==> src/rtl/reg_scoreboard.sv <==
// Pending-write scoreboard: per-register busy bit plus a forward-latency countdown.
// Optional stall statistic is built only when SCOREBOARD_STATS_EN is defined.
module reg_scoreboard #(
    parameter int NREG  = 32,
    parameter int LAT_W = 4
) (
    input  logic             clk,
    input  logic             rst_n,
    input  logic             issue_valid,
    input  logic [4:0]       issue_rd,
    input  logic [LAT_W-1:0] issue_lat,
    input  logic             flush,
    input  logic             wb_valid,
    input  logic [4:0]       wb_rd,
    input  logic [4:0]       rs1_IDR,
    input  logic [4:0]       rs2_IDR,
    input  logic             rs1_used,
    input  logic             rs2_used,
    output logic             no_forwarding_data,
    output logic [NREG-1:0]  busy_vec,
    output logic [31:0]      stall_cycles
);

    logic [NREG-1:0]  busy;
    logic [LAT_W-1:0] cnt [NREG];
    logic             rs1_pending;
    logic             rs2_pending;
    logic             issue_accept;
    logic             wb_hit;
    logic [NREG-1:0]  issue_sel;
    logic [NREG-1:0]  wb_sel;

    // Issue handshake: issue_valid is a one-cycle offer with no ready; it is taken
    // only when IDR is not stalled, not flushed, and the destination is not x0.
    always_comb begin
        rs1_pending = rs1_used && (rs1_IDR != 5'd0) && busy[rs1_IDR] && (cnt[rs1_IDR] != '0);
        rs2_pending = rs2_used && (rs2_IDR != 5'd0) && busy[rs2_IDR] && (cnt[rs2_IDR] != '0);
        no_forwarding_data = rs1_pending || rs2_pending;
        issue_accept = issue_valid && !flush && !no_forwarding_data && (issue_rd != 5'd0);
        wb_hit = wb_valid && (wb_rd != 5'd0);
    end

    always_comb begin
        issue_sel = '0;
        wb_sel    = '0;
        if (issue_accept) issue_sel[issue_rd] = 1'b1;
        if (wb_hit)       wb_sel[wb_rd]       = 1'b1;
    end

    // A newer issue owns the entry even when WB retires the same register this cycle.
    always_ff @(posedge clk) begin
        if (!rst_n) begin
            busy <= '0;
            for (int r = 0; r < NREG; r++) cnt[r] <= '0;
        end else begin
            for (int r = 0; r < NREG; r++) begin
                if (issue_sel[r]) begin
                    busy[r] <= 1'b1;
                    cnt[r]  <= issue_lat;
                end else if (wb_sel[r]) begin
                    busy[r] <= 1'b0;
                    cnt[r]  <= '0;
                end else if (cnt[r] != '0) begin
                    cnt[r] <= cnt[r] - LAT_W'(1);
                end
            end
        end
    end

    assign busy_vec = busy;

`ifdef SCOREBOARD_STATS_EN
    logic [31:0] stall_cnt;

    always_ff @(posedge clk) begin
        if (!rst_n) begin
            stall_cnt <= '0;
        end else if (no_forwarding_data && (stall_cnt != 32'hFFFF_FFFF)) begin
            stall_cnt <= stall_cnt + 32'd1;
        end
    end

    assign stall_cycles = stall_cnt;
`else
    assign stall_cycles = 32'd0;
`endif

endmodule

==> config.mk <==
export PLATFORM = sky130hd
export DESIGN_NAME = reg_scoreboard
export DESIGN_NICKNAME = d
export VERILOG_FILES = /design/src/rtl/reg_scoreboard.sv
export SDC_FILE = /design/constraint.sdc
export NUM_CORES = 1
export LEC_CHECK = 0
export ABC_AREA = 1
export BUFFER_PORTS_ARGS = -buffer_cell sky130_fd_sc_hd__buf_2
export CAP_MARGIN = 20
export CORE_ASPECT_RATIO = 1.1
export CORE_MARGIN = 2
export CORE_UTILIZATION = 40
export DETAILED_ROUTE_END_ITERATION = 6
export PLACE_DENSITY_LB_ADDON = 0.12
export SLEW_MARGIN = 25
export SYNTH_ARGS = -nofsm -noshare
export SYNTH_HDL_FRONTEND = slang
export SYNTH_SLANG_ARGS = --single-unit
==> constraint.sdc <==
create_clock -name clk -period 6.9 [get_ports clk]
set_input_delay 1.035 -clock clk [delete_from_list [all_inputs] [get_ports clk]]
set_output_delay 1.035 -clock clk [all_outputs]
set_load 0.005 [all_outputs]
## Yosys cells after proc, flatten, opt, wreduce, memory -nomap -nowiden

Memories as Yosys holds them, arrays and structs flattened.
Index checks and enable logic that the tools add are counted.

- Mux-type cells: 555
- $lt $le $gt $ge: 6
- Bitwise gates (word level): 96
- Add/subtract/negate cells: 32
- Reduce and logical (&&, ||, !) cells: 85

Operator list:

| cell | count |
|---|---|
| 1-bit 2-to-1 mux | 453 |
| 4-bit 2-to-1 mux | 96 |
| 4-bit nonzero test | 34 |
| 4-bit by 1-bit subtractor with 4-bit output, second input constant | 32 |
| 1-bit OR | 96 |
| 32-bit 2-to-1 mux | 2 |
| 2-bit nonzero test | 32 |
| 5-bit by 6-bit < comparator with 1-bit output, second input constant | 4 |
| 5-bit nonzero test | 4 |
| 1-bit logical AND | 12 |
| 1-bit binary-select mux with 5-bit select | 2 |
| 1-bit demux with 5-bit select | 2 |
| 5-bit by 1-bit >= comparator with 1-bit output, second input constant | 2 |
| 1-bit logical NOT | 2 |
| 1-bit logical OR | 1 |

- Register bits: 32
- Memories: 1
- Output and inout port bits: 65
- Bits of input ports: 31
- Word-level logic and storage cells: 807
- Bits in writable memories: 128

Memory list:

| memory | words | bits a word | read ports | clocked after Yosys merged registers in | wr ports | line | text |
|---|---|---|---|---|---|---|---|
| cnt | 32 | 4 | 34 | 0 | 32 | 25 | `logic [LAT_W-1:0] cnt [NREG];` |

## Longest topological paths before layout

Gate-level depths: netlist (run 1).

- Depth after elaboration: 15
- Gate-level depth with buffers: 20
- Mapped depth without buffers: 17

## Worst setup path after synthesis (run 1)

No wires, ideal clock.

- Kind: input port to output port
- Start: input port rs1_IDR[0]
- End: output port no_forwarding_data
- Path buffers: 3
- Slack: 3,543 ps
- Required time: 5,865 ps
- Cell stages on the path: 12
- Data arrival time: 2,322 ps
- Cells stage by stage: buf_4 -> buf_2 -> o21ai_0 -> nand2_1 -> nand3_1 -> nand2_1 -> nor2_1 -> nor2_1 -> nor2_1 -> nand3_2 -> buf_6 -> nand2_2

- Cells in the longest elaborated chain, start to end: 5
- Elaborated cells between the ends (all ways): 9
- Those cells by class: mux (2); reduce/logical (6); memory (1)

Ends and longest elaborated chain:

| element | line | text |
|---|---|---|
| start: declaration | 15 | `input logic [4:0] rs1_IDR,` |
| branches (longest 3 deep; another with memory 32 x 4 bit) | n/a |  |
| 1-bit logical AND * | 36 | `rs1_pending = rs1_used && (rs1_IDR != 5'd0) && busy[rs1_IDR] && (cnt[rs1_IDR] != '0);` |
| 1-bit logical OR * | 38 | `no_forwarding_data = rs1_pending \|\| rs2_pending;` |
| end: declaration | 19 | `output logic no_forwarding_data,` |

Every way passes the cells marked *. The select of a mux whose other input is x is not followed.

## Worst setup path after layout (run 1)

Same ends and word-level chain as after synthesis.

==> parameters.txt, run 1 <==
Parameter                              Value

Clock network
  CTS H-tree depth ... 4
  Clock tree from TritonCTS ... yes
  Sinks on Clock Net ... 160
  Library cell used as clock root buffer ... sky130_fd_sc_hd__clkbuf_16
  Clk pin slew, worst setup/hold paths ... 0.06 ns
  Post-CTS setup buffers ... 0
  Number of hold buffers added after CTS ... 0
  Inserted Clock Buffers ... 17
  Later-pin clock latency in the skew report ... 0.46 ns
  Resized Gates After CTS ... 0
  Max Root-Sink Buffers ... 2

Timing
  Final Hold Vio Count ... 0
  Final setup skew ... 0.0176 ns
  Slew Limit Headroom ... 27.2%
  Final setup violating endpoints ... 0
  Pins over their slew limit ... 0
  Period utilization ... 73.2%
  Post-route setup TNS ... 0 ns
  Maximum frequency from static timing analysis ... 198 MHz
  Min Clock Period, post-route ... 5.05 ns
  Slew @ Worst Pin ... 1.09 ns
  RSZ-0062 raised after global routing ... false

Power
  Switching fraction of total power ... 37.4%
  Sequential power share ... 37.3%
  Power spent charging and discharging nets ... 1.43 mW
  Clock network power share ... 28.1%
  Comb pwr share ... 34.6%
  Int Power ... 2.39 mW
  Leak Pwr ... 6.87 nW
  Power density normalized to cell area ... 262 mW/mm^2
  Worst vdd rail ir drop ... 0.000147 V

Detailed routing
  Number of iterations in the first detailed-routing pass ... 5
  Total routed wirelength ... 43500 um
  Post-detailed-route via-to-cell ratio ... 5.13
  Number of antenna-violating nets in the routed design ... 0
  Number of remaining DRC errors ... 0
  DRC marker count from the first detailed-route iteration ... 989
  Total via count after detailed routing ... 12700
  Routed length per instance ... 17.6 um

Worst setup path
  Maximum net fanout on the critical path ... 34
  Kind of start point of the critical path ... input pin
  Category of the most critical setup path ... in2out
  Critical path data required time ... 5.86 ns
  Signal arrival time at the worst endpoint ... 4.01 ns
  Kind of end point of the critical path ... primary output

Synth
  Post-synthesis instance area ... 0.0135 sq mm
  Flops & latches, synth ... 160
  Leading area contributor after synthesis ... sky130_fd_sc_hd__edfxtp_1
  Number of cells produced by synthesis ... 2003
  Share of the yosys chip area belonging to registers ... 33.3%
  Average cell area after synthesis ... 6.73 sq um
  Dominant register cell in the synthesized netlist ... sky130_fd_sc_hd__edfxtp_1
  Synth async-reset ratio ... 0%
  Cell types with the largest area share after synthesis ... sky130_fd_sc_hd__edfxtp_1 (29%), sky130_fd_sc_hd__nand2_1 (17%), sky130_fd_sc_hd__nor2_1 (11%)
  Area share of the largest cell type after synthesis ... 28.5%
  Number of unique standard cell types used by synthesis ... 40
  Syn. warnings ... 0
  Post-synth EDFFs ... 128

Die
  Die footprint ... 0.0352 sq mm
  Die extent in y ... 197 um
  Core area ... 0.0332 sq mm
  Placement Rows ... 70
  Initial core utilization ... 40.6%
  Die X-Extent ... 179 um
  Number of ports placed on the die boundary ... 96

Placement
  IO Port Bufs ... 63
  Gp weighted congestion ... 0.969
  Post-Place Cells ... 2444
  Half-perimeter wire length of the detailed placement result ... 32100 um

Cells and area
  Share of layout cells above drive strength 1 ... 9.14%
  Number of standard cells in the final layout excluding fillers ... 2479
  Most common cell after layout, fill and taps aside ... sky130_fd_sc_hd__nand2_1
  Most frequent cells in the layout ... sky130_fd_sc_hd__nand2_1 (605), sky130_fd_sc_hd__nor2_1 (395), sky130_fd_sc_hd__inv_1 (223)
  # nets final ... 2095
  Synth-to-layout area growth ... 8.29%

Flow run
  Max Cap Viol ... 0

GRT
  Number of global-route vias before repair ... 11900
  Remaining global-route overflow ... 0
  Global-route wire length before repair ... 67500 um
  All-layer global routing usage ... 25.3%
  Pin count of the biggest net entering global routing ... 74
  Initial antenna violation count ... 3

Hold path
  Min-delay worst type ... reg2reg

Outcome
  Run status ... finished clean
-- routing by layer --
metal	up-vias	global-route usage [%]	routed length (um)	share of wire, %
met1	5910	32.1	19000	44
met3	54	3.65	2340	5.4
met4	2	7.80	1020	2.3
met5	-	0	19	0.044
met2	337	43.9	21200	49
li1	6407	-	-	-
-- path summary, 6_finish.rpt --
check / start / endpoint / slack, ns / cells past startpoint
worst min register to register: busy_vec[9]$_SDFFE_PN0P_ / busy_vec[9]$_SDFFE_PN0P_ / 0.50 / 2
worst max register to register: cnt[10][0]$_SDFFCE_PN0P_ / cnt[29][1]$_SDFFCE_PN0P_ / 3.37 / 12
worst max-delay path: rs1_IDR[0] / no_forwarding_data / 1.85 / 12
worst min-delay path: busy_vec[9]$_SDFFE_PN0P_ / busy_vec[9]$_SDFFE_PN0P_ / 0.50 / 2
-- worst max-delay path, cell delays in order --
cell	delay, ns
sky130_fd_sc_hd__buf_2	0.54
sky130_fd_sc_hd__inv_2	0.24
sky130_fd_sc_hd__nor2_1	0.39
sky130_fd_sc_hd__nand2_1	0.09
sky130_fd_sc_hd__o211ai_1	0.09
sky130_fd_sc_hd__nor2_1	0.07
sky130_fd_sc_hd__nor2_1	0.10
sky130_fd_sc_hd__nor2_1	0.04
sky130_fd_sc_hd__nor2_1	0.17
sky130_fd_sc_hd__nand3_4	0.66
sky130_fd_sc_hd__nand2_2	0.37
sky130_fd_sc_hd__buf_2	0.16
-- flip-flops by register name, indices dropped and copies added, names as in the netlist --
signal and cells:
cnt 128, busy_vec 32
-- power by group through the flow --
stage	Combinational, mW	Sequential, mW	Clock, mW
CTS	1.32	1.42	1.09
global placement	1.30	1.44	0
floorplan	1.02	1.40	0
detailed placement	1.31	1.44	0
global route	1.50	1.45	1.13
finish	1.32	1.42	1.07
-- per-stage QoR --
step	instance area [sq um]	hold slack [ns]	utilization [%]	setup slack [ns]	power, mW
finish	14600	0.504	44.0	1.85	3.82
global placement	13900	0.484	41.9	1.91	2.74
global route	14600	0.528	44.0	1.69	4.08
detailed placement	13900	0.490	41.9	1.86	2.75
floorplan	13600	0.444	-	3.54	2.43
CTS	14600	0.500	43.9	1.86	3.83
-- cell families after synthesis --
group	Yosys count	share of synthesized area, %
compound gates	154	6.15
xor+xnor	57	3.70
fa+ha+maj	32	2.97
buf+inv	338	11.2
flops	160	33.3
other cells	1	0.0278
simple gates	1261	42.7
-- final cells by class --
class                           count  area (sq um)
Sequential cell                   160          4480
Clock buffer                       19           433
Multi-Input combinational cell   1536          7610
Timing Repair Buffer               69           375
Antenna cell                        2          5.00
Inverter                          248           931
Clock inverter                     13           213
Tap cell                          432           541
Fill cell                        3510         18600
-- synth_stat cells (all sizes together), types with 2 or more instances --
cell type	n
nor2	403
clkbuf	25
o22ai	2
xnor2	30
o21ai	56
nor3	17
or2	4
o31ai	3
ha	32
nand4	80
nor3b	3
o211ai	10
and2	12
edfxtp	128
a21oi	65
a31oi	17
inv	247
xor2	27
nand3	132
dfxtp	32
nand2	610
buf	65
Power figures use the tool's default switching activity.
==> inputs of run 2 (changes only) <==
clock period = 4.56 ns   (was 6.9 ns; I/O delays follow)
==> run 2 against run 1 <==
Count of clock-buffer cells in the layout rose by 3. Global-route usage increased by 0.52 points. Non-clock buffer count up 11. First-iteration DRC count increased by 18%. Utilization increased by 0.13 points. Critical path depth unchanged. Critical path type unchanged. Largest power group unchanged. Highest routed layer unchanged.
==> parameters.txt, run 2 (synthesized netlist as in run 1, its figures left out) <==
Parameter                              Value

Cells and area
  Max FFs per register ... 128 (unchanged)
  Synth-to-layout area growth ... 8.61%
  Most common cell after layout, fill and taps aside ... sky130_fd_sc_hd__nand2_1
  Fill cell total of the finished layout ... 3492 (-0.51%)
  # nets final ... 2106 (+0.53%)
  Number of standard cells in the final layout excluding fillers ... 2488 (+0.36%)
  Antenna fix cells ... 0 (-2)
  Share of layout cells above drive strength 1 ... 9.48% (+0.34 points)
  Register containing the most flip-flops in the final layout ... cnt
  Most frequent cells in the layout ... sky130_fd_sc_hd__nand2_1 (605), sky130_fd_sc_hd__nor2_1 (395), sky130_fd_sc_hd__inv_1 (223)

Clock network
  Later-pin clock latency in the skew report ... 0.46 ns (about the same)
  Max Root-Sink Buffers ... 2 (unchanged)
  Library cell used as clock root buffer ... sky130_fd_sc_hd__clkbuf_16
  Inserted Clock Buffers ... 17 (unchanged)
  CTS H-tree depth ... 4 (unchanged)
  Clk pin slew, worst setup/hold paths ... 0.06 ns (about the same)
  Post-CTS setup buffers ... 0 (unchanged)
  Sinks on Clock Net ... 160 (unchanged)
  Clock tree from TritonCTS ... yes
  Number of hold buffers added after CTS ... 0 (unchanged)
  Resized Gates After CTS ... 0 (unchanged)

Worst setup path
  Category of the most critical setup path ... in2out
  R2R depth ... 12 (unchanged)
  Kind of start point of the critical path ... input pin
  Maximum net fanout on the critical path ... 25 (-26%)
  Kind of end point of the critical path ... primary output
  Critical path data required time ... 3.88 ns (-1.98 ns)
  Signal arrival time at the worst endpoint ... 2.90 ns (-1.11 ns)
  Reg2Reg Setup Slack ... 1.50 ns (-1.87 ns)
  R2r startpoint ... cnt[22][2]$_SDFFCE_PN0P_
  Reg-to-Reg End ... cnt[29][1]$_SDFFCE_PN0P_

Timing
  Final setup violating endpoints ... 0 (unchanged)
  Post-route setup TNS ... 0 ns (unchanged)
  Pins over their slew limit ... 0 (unchanged)
  Period utilization ... 78.5%
  Slew @ Worst Pin ... 1.06 ns (-0.0283 ns)
  Slew Limit Headroom ... 29.0% (+1.9 points)
  Final Hold Vio Count ... 0 (unchanged)
  RSZ-0062 raised after global routing ... false
  Min Clock Period, post-route ... 3.58 ns
  Final setup skew ... 0.0127 ns (-0.00487 ns)
  Maximum frequency from static timing analysis ... 279 MHz

Detailed routing
  Number of remaining DRC errors ... 0 (unchanged)
  Total routed wirelength ... 44200 um (+1.7%)
  Total via count after detailed routing ... 13000 (+2.2%)
  Number of iterations in the first detailed-routing pass ... 6 (+1)
  Post-detailed-route via-to-cell ratio ... 5.22 (+1.8%)
  Number of antenna-violating nets in the routed design ... 0 (unchanged)
  Routed length per instance ... 17.8 um (+1.3%)
  DRC marker count from the first detailed-route iteration ... 1164 (+18%)

Power
  Leak Pwr ... 6.90 nW (+0.41%)
  Switching fraction of total power ... 38.2% (+0.82 points)
  Total power ... 5.71 mW (+50%)
  Comb pwr share ... 35.5% (+0.9 points)
  Clock network power share ... 26.5% (-1.6 points)
  Power spent charging and discharging nets ... 2.18 mW (+53%)
  Int Power ... 3.53 mW (+48%)
  Worst vdd rail ir drop ... 0.000263 V (+79%)
  Power density normalized to cell area ... 390 mW/mm^2 (+49%)
  Sequential power share ... 37.9% (+0.6 points)

Hold path
  Min-delay worst type ... reg2reg
  Endpoint of the worst hold-timing path ... busy_vec[0]$_SDFFE_PN0P_
  Worst hold path stage count ... 2 (unchanged)
  Hold path startpoint ... busy_vec[0]$_SDFFE_PN0P_

GRT
  Initial antenna violation count ... 2 (-1)
  Remaining global-route overflow ... 0 (unchanged)
  Pin count of the biggest net entering global routing ... 69 (-6.8%)
  Global-route wire length before repair ... 68600 um (+1.6%)
  Number of global-route vias before repair ... 12100 (+2.1%)
  All-layer global routing usage ... 25.8% (+0.52 points)

Die
  Core area ... 0.0332 sq mm (unchanged)
  Die footprint ... 0.0352 sq mm (unchanged)
  Initial core utilization ... 40.6% (unchanged)
  Die X-Extent ... 179 um (unchanged)
  Placement Rows ... 70 (unchanged)
  Number of ports placed on the die boundary ... 96 (unchanged)
  Die extent in y ... 197 um (unchanged)

Placement
  Half-perimeter wire length of the detailed placement result ... 32700 um (+2.0%)
  Gp weighted congestion ... 0.967 (-0.21%)
  IO Port Bufs ... 63 (unchanged)
  Post-Place Cells ... 2455 (+0.45%)

Flow run
  Max Cap Viol ... 0 (unchanged)

Outcome
  Run status ... finished clean
## run 2: cell count changes in the layout (fill, tap and decap cells not counted), moves of 2 or more
cell                        before  now
sky130_fd_sc_hd__buf_4           6   16
sky130_fd_sc_hd__bufinv_16       5    3
sky130_fd_sc_hd__clkbuf_1        2    4
sky130_fd_sc_hd__clkinv_4        3    1
sky130_fd_sc_hd__diode_2         2    0
## run 2: how the worst max path moves through the flow
stage | cells past startpoint | slack [ns] | to | from
after floorplan | 12 | 1.91 | no_forwarding_data | rs1_IDR[0]
after global placement | 14 | 0.92 | cnt[29][0]$_SDFFCE_PN0P_ | rs2_IDR[0]
after detailed placement | 14 | 0.80 | cnt[29][0]$_SDFFCE_PN0P_ | rs2_IDR[0]
after CTS | 12 | 1.01 | no_forwarding_data | rs2_IDR[0]
after global routing | 14 | 0.78 | no_forwarding_data | rs2_IDR[0]
final | 12 | 0.98 | no_forwarding_data | rs2_IDR[0]
## run 2: metal layers
layer	wire (um)	GRT usage (%)	vias to the layer above
met3	2860	3.97	81
met1	18800	33.1	5996
met4	1220	8.91	2
met2	21400	43.8	476
met5	13	0	-
li1	-	-	6432
## run 2: through the flow
| stage | worst slack, ns | utilization, % | hold slack, ns | area (sq um) |
|---|---|---|---|---|
| after floorplan | 1.91 | - | 0.444 | 13600 |
| after global placement | 0.920 | 42.2 | 0.485 | 14000 |
| after detailed placement | 0.798 | 42.2 | 0.492 | 14000 |
| after CTS | 1.01 | 44.0 | 0.502 | 14600 |
| after global routing | 0.781 | 44.1 | 0.526 | 14600 |
| final | 0.980 | 44.1 | 0.491 | 14600 |
## run 2: power by group through the flow
stage	logic (mW)	clock network, mW	registers (mW)
floorplan	1.55	0	2.12
global placement	2.00	0	2.19
detailed placement	2.00	0	2.20
CTS	2.02	1.53	2.16
global route	2.30	1.59	2.20
finish	2.03	1.52	2.17
## run 2: layout make-up
cell class	instances	area, sq um	area share (%)
sequential	160	4480	30.6
clock buffer	22	454	3.10
tap	432	541	3.69
multi-input combinational	1536	7610	52.0
inverter	248	931	6.36
timing repair buffer	80	478	3.26
clock inverter	10	138	0.940
## run 2: critical path, stage by stage
cell	delay (ns)
sky130_fd_sc_hd__buf_2	0.40
sky130_fd_sc_hd__inv_2	0.22
sky130_fd_sc_hd__nor2_4	0.30
sky130_fd_sc_hd__nand2_1	0.08
sky130_fd_sc_hd__nand3_1	0.10
sky130_fd_sc_hd__o21ai_1	0.06
sky130_fd_sc_hd__nor2_1	0.12
sky130_fd_sc_hd__nor2_1	0.08
sky130_fd_sc_hd__nor2_2	0.15
sky130_fd_sc_hd__nand3_4	0.30
sky130_fd_sc_hd__nand2_2	0.24
sky130_fd_sc_hd__buf_2	0.14
==> inputs of run 3 (changes only) <==
ABC_AREA = 0   (was 1)
clock period = 3.2 ns   (was 4.56 ns; I/O delays follow)
==> run 3 against run 2 <==
The flow now finishes with violations (negative setup slack). Cell area is 7.2% higher. Worst setup slack lost 1.2 ns. Synthesized cell count decreased by 41%. Combinational power rose to 3.2 times the previous value. Die area fell by 14%. Via count is 18% lower. Sequential share of layout area is 2.1 points lower. Register-to-register slack worse by 1.7 ns. Critical path type is now reg2reg. Sequential cell count did not move.
==> parameters.txt, run 3 <==
Parameter                              Value

Outcome
  Run status ... finished, violations left
  Violations in the final reports ... negative setup slack

Timing
  Final worst setup slack ... -0.247 ns (-1.23 ns)
  RSZ-0062 raised after global routing ... true
  Slew Limit Headroom ... 17.8% (-11 points)
  Final setup skew ... 0.0184 ns (+0.00569 ns)
  Min Clock Period, post-route ... 3.45 ns
  Maximum frequency from static timing analysis ... 290 MHz
  Slew @ Worst Pin ... 1.22 ns (+0.160 ns)
  Post-route setup TNS ... -30.20 ns (-30.20 ns)
  Period utilization ... 108%
  Final setup violating endpoints ... 245 (+245)
  Pins over their slew limit ... 0 (unchanged)
  Final Hold Vio Count ... 0 (unchanged)

Worst setup path
  Kind of start point of the critical path ... flip-flop
  Buffer and inverter count on the worst path ... 3 (unchanged)
  Kind of end point of the critical path ... flip-flop
  Maximum net fanout on the critical path ... 6 (-76%)
  Cell Chain, Critical Path ... or4_4 > mux4_2 > mux2_4 > a21oi_4 > a2111oi_4 > buf_4 > nor3_4 > buf_6 > buf_12 > and3_4 > mux2_2
  Max stage delay cell, worst path ... sky130_fd_sc_hd__or4_4
  Category of the most critical setup path ... reg2reg
  Critical path data required time ... 3.40 ns (-0.48 ns)
  Reg-to-Reg End ... cnt[6][0]$_SDFFCE_PN0P_
  Crit path launch ... cnt[14][0]$_SDFFCE_PN0P_
  Reg2Reg Setup Slack ... -0.25 ns (-1.75 ns)
  Largest delay contributor family on the critical path ... multiplexers
  R2R depth ... 11 (-1)
  Signal arrival time at the worst endpoint ... 3.64 ns (+0.74 ns)
  R2r startpoint ... cnt[14][0]$_SDFFCE_PN0P_
  Max stage delay on crit path ... 0.58 ns (+0.18 ns)

GRT
  Number of global-route vias before repair ... 10400 (-14%)
  Remaining global-route overflow ... 0 (unchanged)
  Initial antenna violation count ... 0 (-2)
  Global-route wire length before repair ... 58900 um (-14%)
  All-layer global routing usage ... 25.5% (-0.27 points)
  Pin count of the biggest net entering global routing ... 37 (-46%)

Placement
  IO Port Bufs ... 63 (unchanged)
  Half-perimeter wire length of the detailed placement result ... 28600 um (-13%)
  Gp weighted congestion ... 0.896 (-7.3%)

Die
  Placement Rows ... 65 (-7.1%)
  Number of ports placed on the die boundary ... 96 (unchanged)
  Core area ... 0.0285 sq mm (-14%)
  Die X-Extent ... 166 um (-7.4%)
  Die footprint ... 0.0301 sq mm (-14%)
  Die extent in y ... 182 um (-7.4%)
  Initial core utilization ... 40.4% (-0.18 points)

Synth
  Post-synth EDFFs ... 128 (unchanged)
  Dominant register cell in the synthesized netlist ... sky130_fd_sc_hd__edfxtp_1
  Post-synthesis instance area ... 0.0115 sq mm (-15%)
  Area share of the largest cell type after synthesis ... 33.4% (+4.9 points)
  Leading area contributor after synthesis ... sky130_fd_sc_hd__edfxtp_1
  Synth top cells by count ... sky130_fd_sc_hd__nand2_1 (159), sky130_fd_sc_hd__edfxtp_1 (128), sky130_fd_sc_hd__nor2_1 (91)
  Synth async-reset ratio ... 0% (unchanged)
  Syn. warnings ... 0 (unchanged)
  Cell types with the largest area share after synthesis ... sky130_fd_sc_hd__edfxtp_1 (33%), sky130_fd_sc_hd__mux4_2 (5.9%), sky130_fd_sc_hd__dfxtp_1 (5.6%)
  Share of the yosys chip area belonging to registers ... 39.0% (+5.7 points)
  Flops & latches, synth ... 160 (unchanged)
  Number of cells produced by synthesis ... 1175 (-41%)
  Number of unique standard cell types used by synthesis ... 77 (+93%)
  Average cell area after synthesis ... 9.79 sq um (+46%)
  Most frequent cell after synthesis ... sky130_fd_sc_hd__nand2_1

Cells and area
  Most frequent cells in the layout ... sky130_fd_sc_hd__buf_4 (216), sky130_fd_sc_hd__nand2_1 (144), sky130_fd_sc_hd__edfxtp_1 (128)
  Antenna fix cells ... 0 (unchanged)
  Max FFs per register ... 128 (unchanged)
  # nets final ... 1527 (-27%)
  Share of layout cells above drive strength 1 ... 40.2% (+31 points)
  Register containing the most flip-flops in the final layout ... cnt
  Most common cell after layout, fill and taps aside ... sky130_fd_sc_hd__buf_4
  Synth-to-layout area growth ... 36.4%
  Fill cell total of the finished layout ... 2522 (-28%)

Power
  Leak Pwr ... 6.55 nW (-5.1%)
  Power density normalized to cell area ... 789 mW/mm^2 (+100%)
  Total power ... 12.4 mW (+120%)
  Worst vdd rail ir drop ... 0.000344 V (+31%)

Detailed routing
  Number of antenna-violating nets in the routed design ... 0 (unchanged)
  DRC marker count from the first detailed-route iteration ... 858 (-26%)
  Post-detailed-route via-to-cell ratio ... 5.76 (+10%)
  Total via count after detailed routing ... 10600 (-18%)
  Number of remaining DRC errors ... 0 (unchanged)
  Number of iterations in the first detailed-routing pass ... 5 (-1)
  Routed length per instance ... 21.5 um (+21%)
  Total routed wirelength ... 39700 um (-10%)

Hold path
  Endpoint of the worst hold-timing path ... busy_vec[20]$_SDFFE_PN0P_
  Hold path startpoint ... wb_rd[1]
  Worst hold path stage count ... 4 (+2)
  Min-delay worst type ... in2reg

Clock network
  Max Root-Sink Buffers ... 2 (unchanged)
  Clk pin slew, worst setup/hold paths ... 0.08 ns (+0.02 ns)
  CTS H-tree depth ... 4 (unchanged)
  Later-pin clock latency in the skew report ... 0.45 ns (about the same)
  Inserted Clock Buffers ... 17 (unchanged)
  Clock tree from TritonCTS ... yes
  Sinks on Clock Net ... 160 (unchanged)
  Library cell used as clock root buffer ... sky130_fd_sc_hd__clkbuf_16

Flow run
  Max Cap Viol ... 0 (unchanged)
## run 3: logic make-up (layout without fill, tap and decap cells)
| logic type | Yosys count | count (layout) | share of synthesized area (%) |
|---|---|---|---|
| other cells | 1 | 32 | 0.0326 |
| flops | 160 | 160 | 39.0 |
| compound gates | 205 | 205 | 13.0 |
| fa+ha+maj | 32 | 32 | 3.48 |
| buf+inv | 174 | 445 | 7.45 |
| xor+xnor | 36 | 36 | 2.74 |
| simple gates | 463 | 463 | 20.8 |
| mux | 104 | 104 | 13.5 |
## run 3: how the worst max path moves through the flow
stage	to	slack, ns	cells past startpoint
6_report	cnt[6][0]$_SDFFCE_PN0P_	-0.25	11
5_1_grt	cnt[26][0]$_SDFFCE_PN0P_	-0.29	13
4_1_cts	no_forwarding_data	-0.24	9
3_5_place_dp	cnt[17][3]$_DFFE_PP_	-0.25	12
3_3_place_gp	cnt[17][2]$_DFFE_PP_	-0.22	12
2_1_floorplan	cnt[17][0]$_DFFE_PP_	-0.005	11
## run 3: report_power, final
part           total [mW]  switching (mW)  leakage [nW]  internal [mW]
Clock                2.03           0.911         0.257           1.12
Sequential           3.79           0.457          1.70           3.33
Combinational        6.57            3.19          4.60           3.38
## run 3: layout make-up
cell class              count  area [sq um]  share of cell area [%]
clock buffers              21           462                    2.94
clock inverters            11           106                   0.678
inverters                  74           278                    1.77
multi-input cells         872          7150                    45.6
flip-flops and latches    160          4480                    28.6
well taps                 368           460                    2.93
repair buffers            339          2760                    17.6
## run 3: layer usage
metal	GRT usage, %	vias to the layer above	routed length [um]
li1	-	4897	-
met1	31.9	5230	16400
met2	44.4	407	19500
met3	4.29	89	2370
met4	9.46	0	1450
met5	0	-	0
## run 3: tightest hold or removal path, delay by kind of cell
kind | cells | cell delay [ns]
compound gates | 2 | 0.21
buf+inv | 1 | 0.12
simple gates | 1 | 0.13
## run 3: metrics by stage
stage          std cells  hold slack (ns)  worst slack (ns)  cell area [sq um]  util, %
2_1_floorplan       1206            0.463          -0.00532              11700        -
3_3_place_gp        1766            0.506            -0.217              13600     47.9
3_5_place_dp        1766            0.502            -0.252              13600     47.9
4_1_cts             1814            0.512            -0.237              14700     51.6
5_1_grt             1845            0.559            -0.288              15700     55.1
6_report            1845            0.536            -0.247              15700     55.1
## run 3: what timing repair did
item | 4_1_cts | 5_1_grt
setup buffers | 16 | 33
pin swaps | 26 | 55
gates resized for setup | 80 | 144
endpoints found under the hold margin | 0 | 0
cloned | 1 | 2
setup endpoints to repair | 209 | 260
hold buffers | 0 | 0
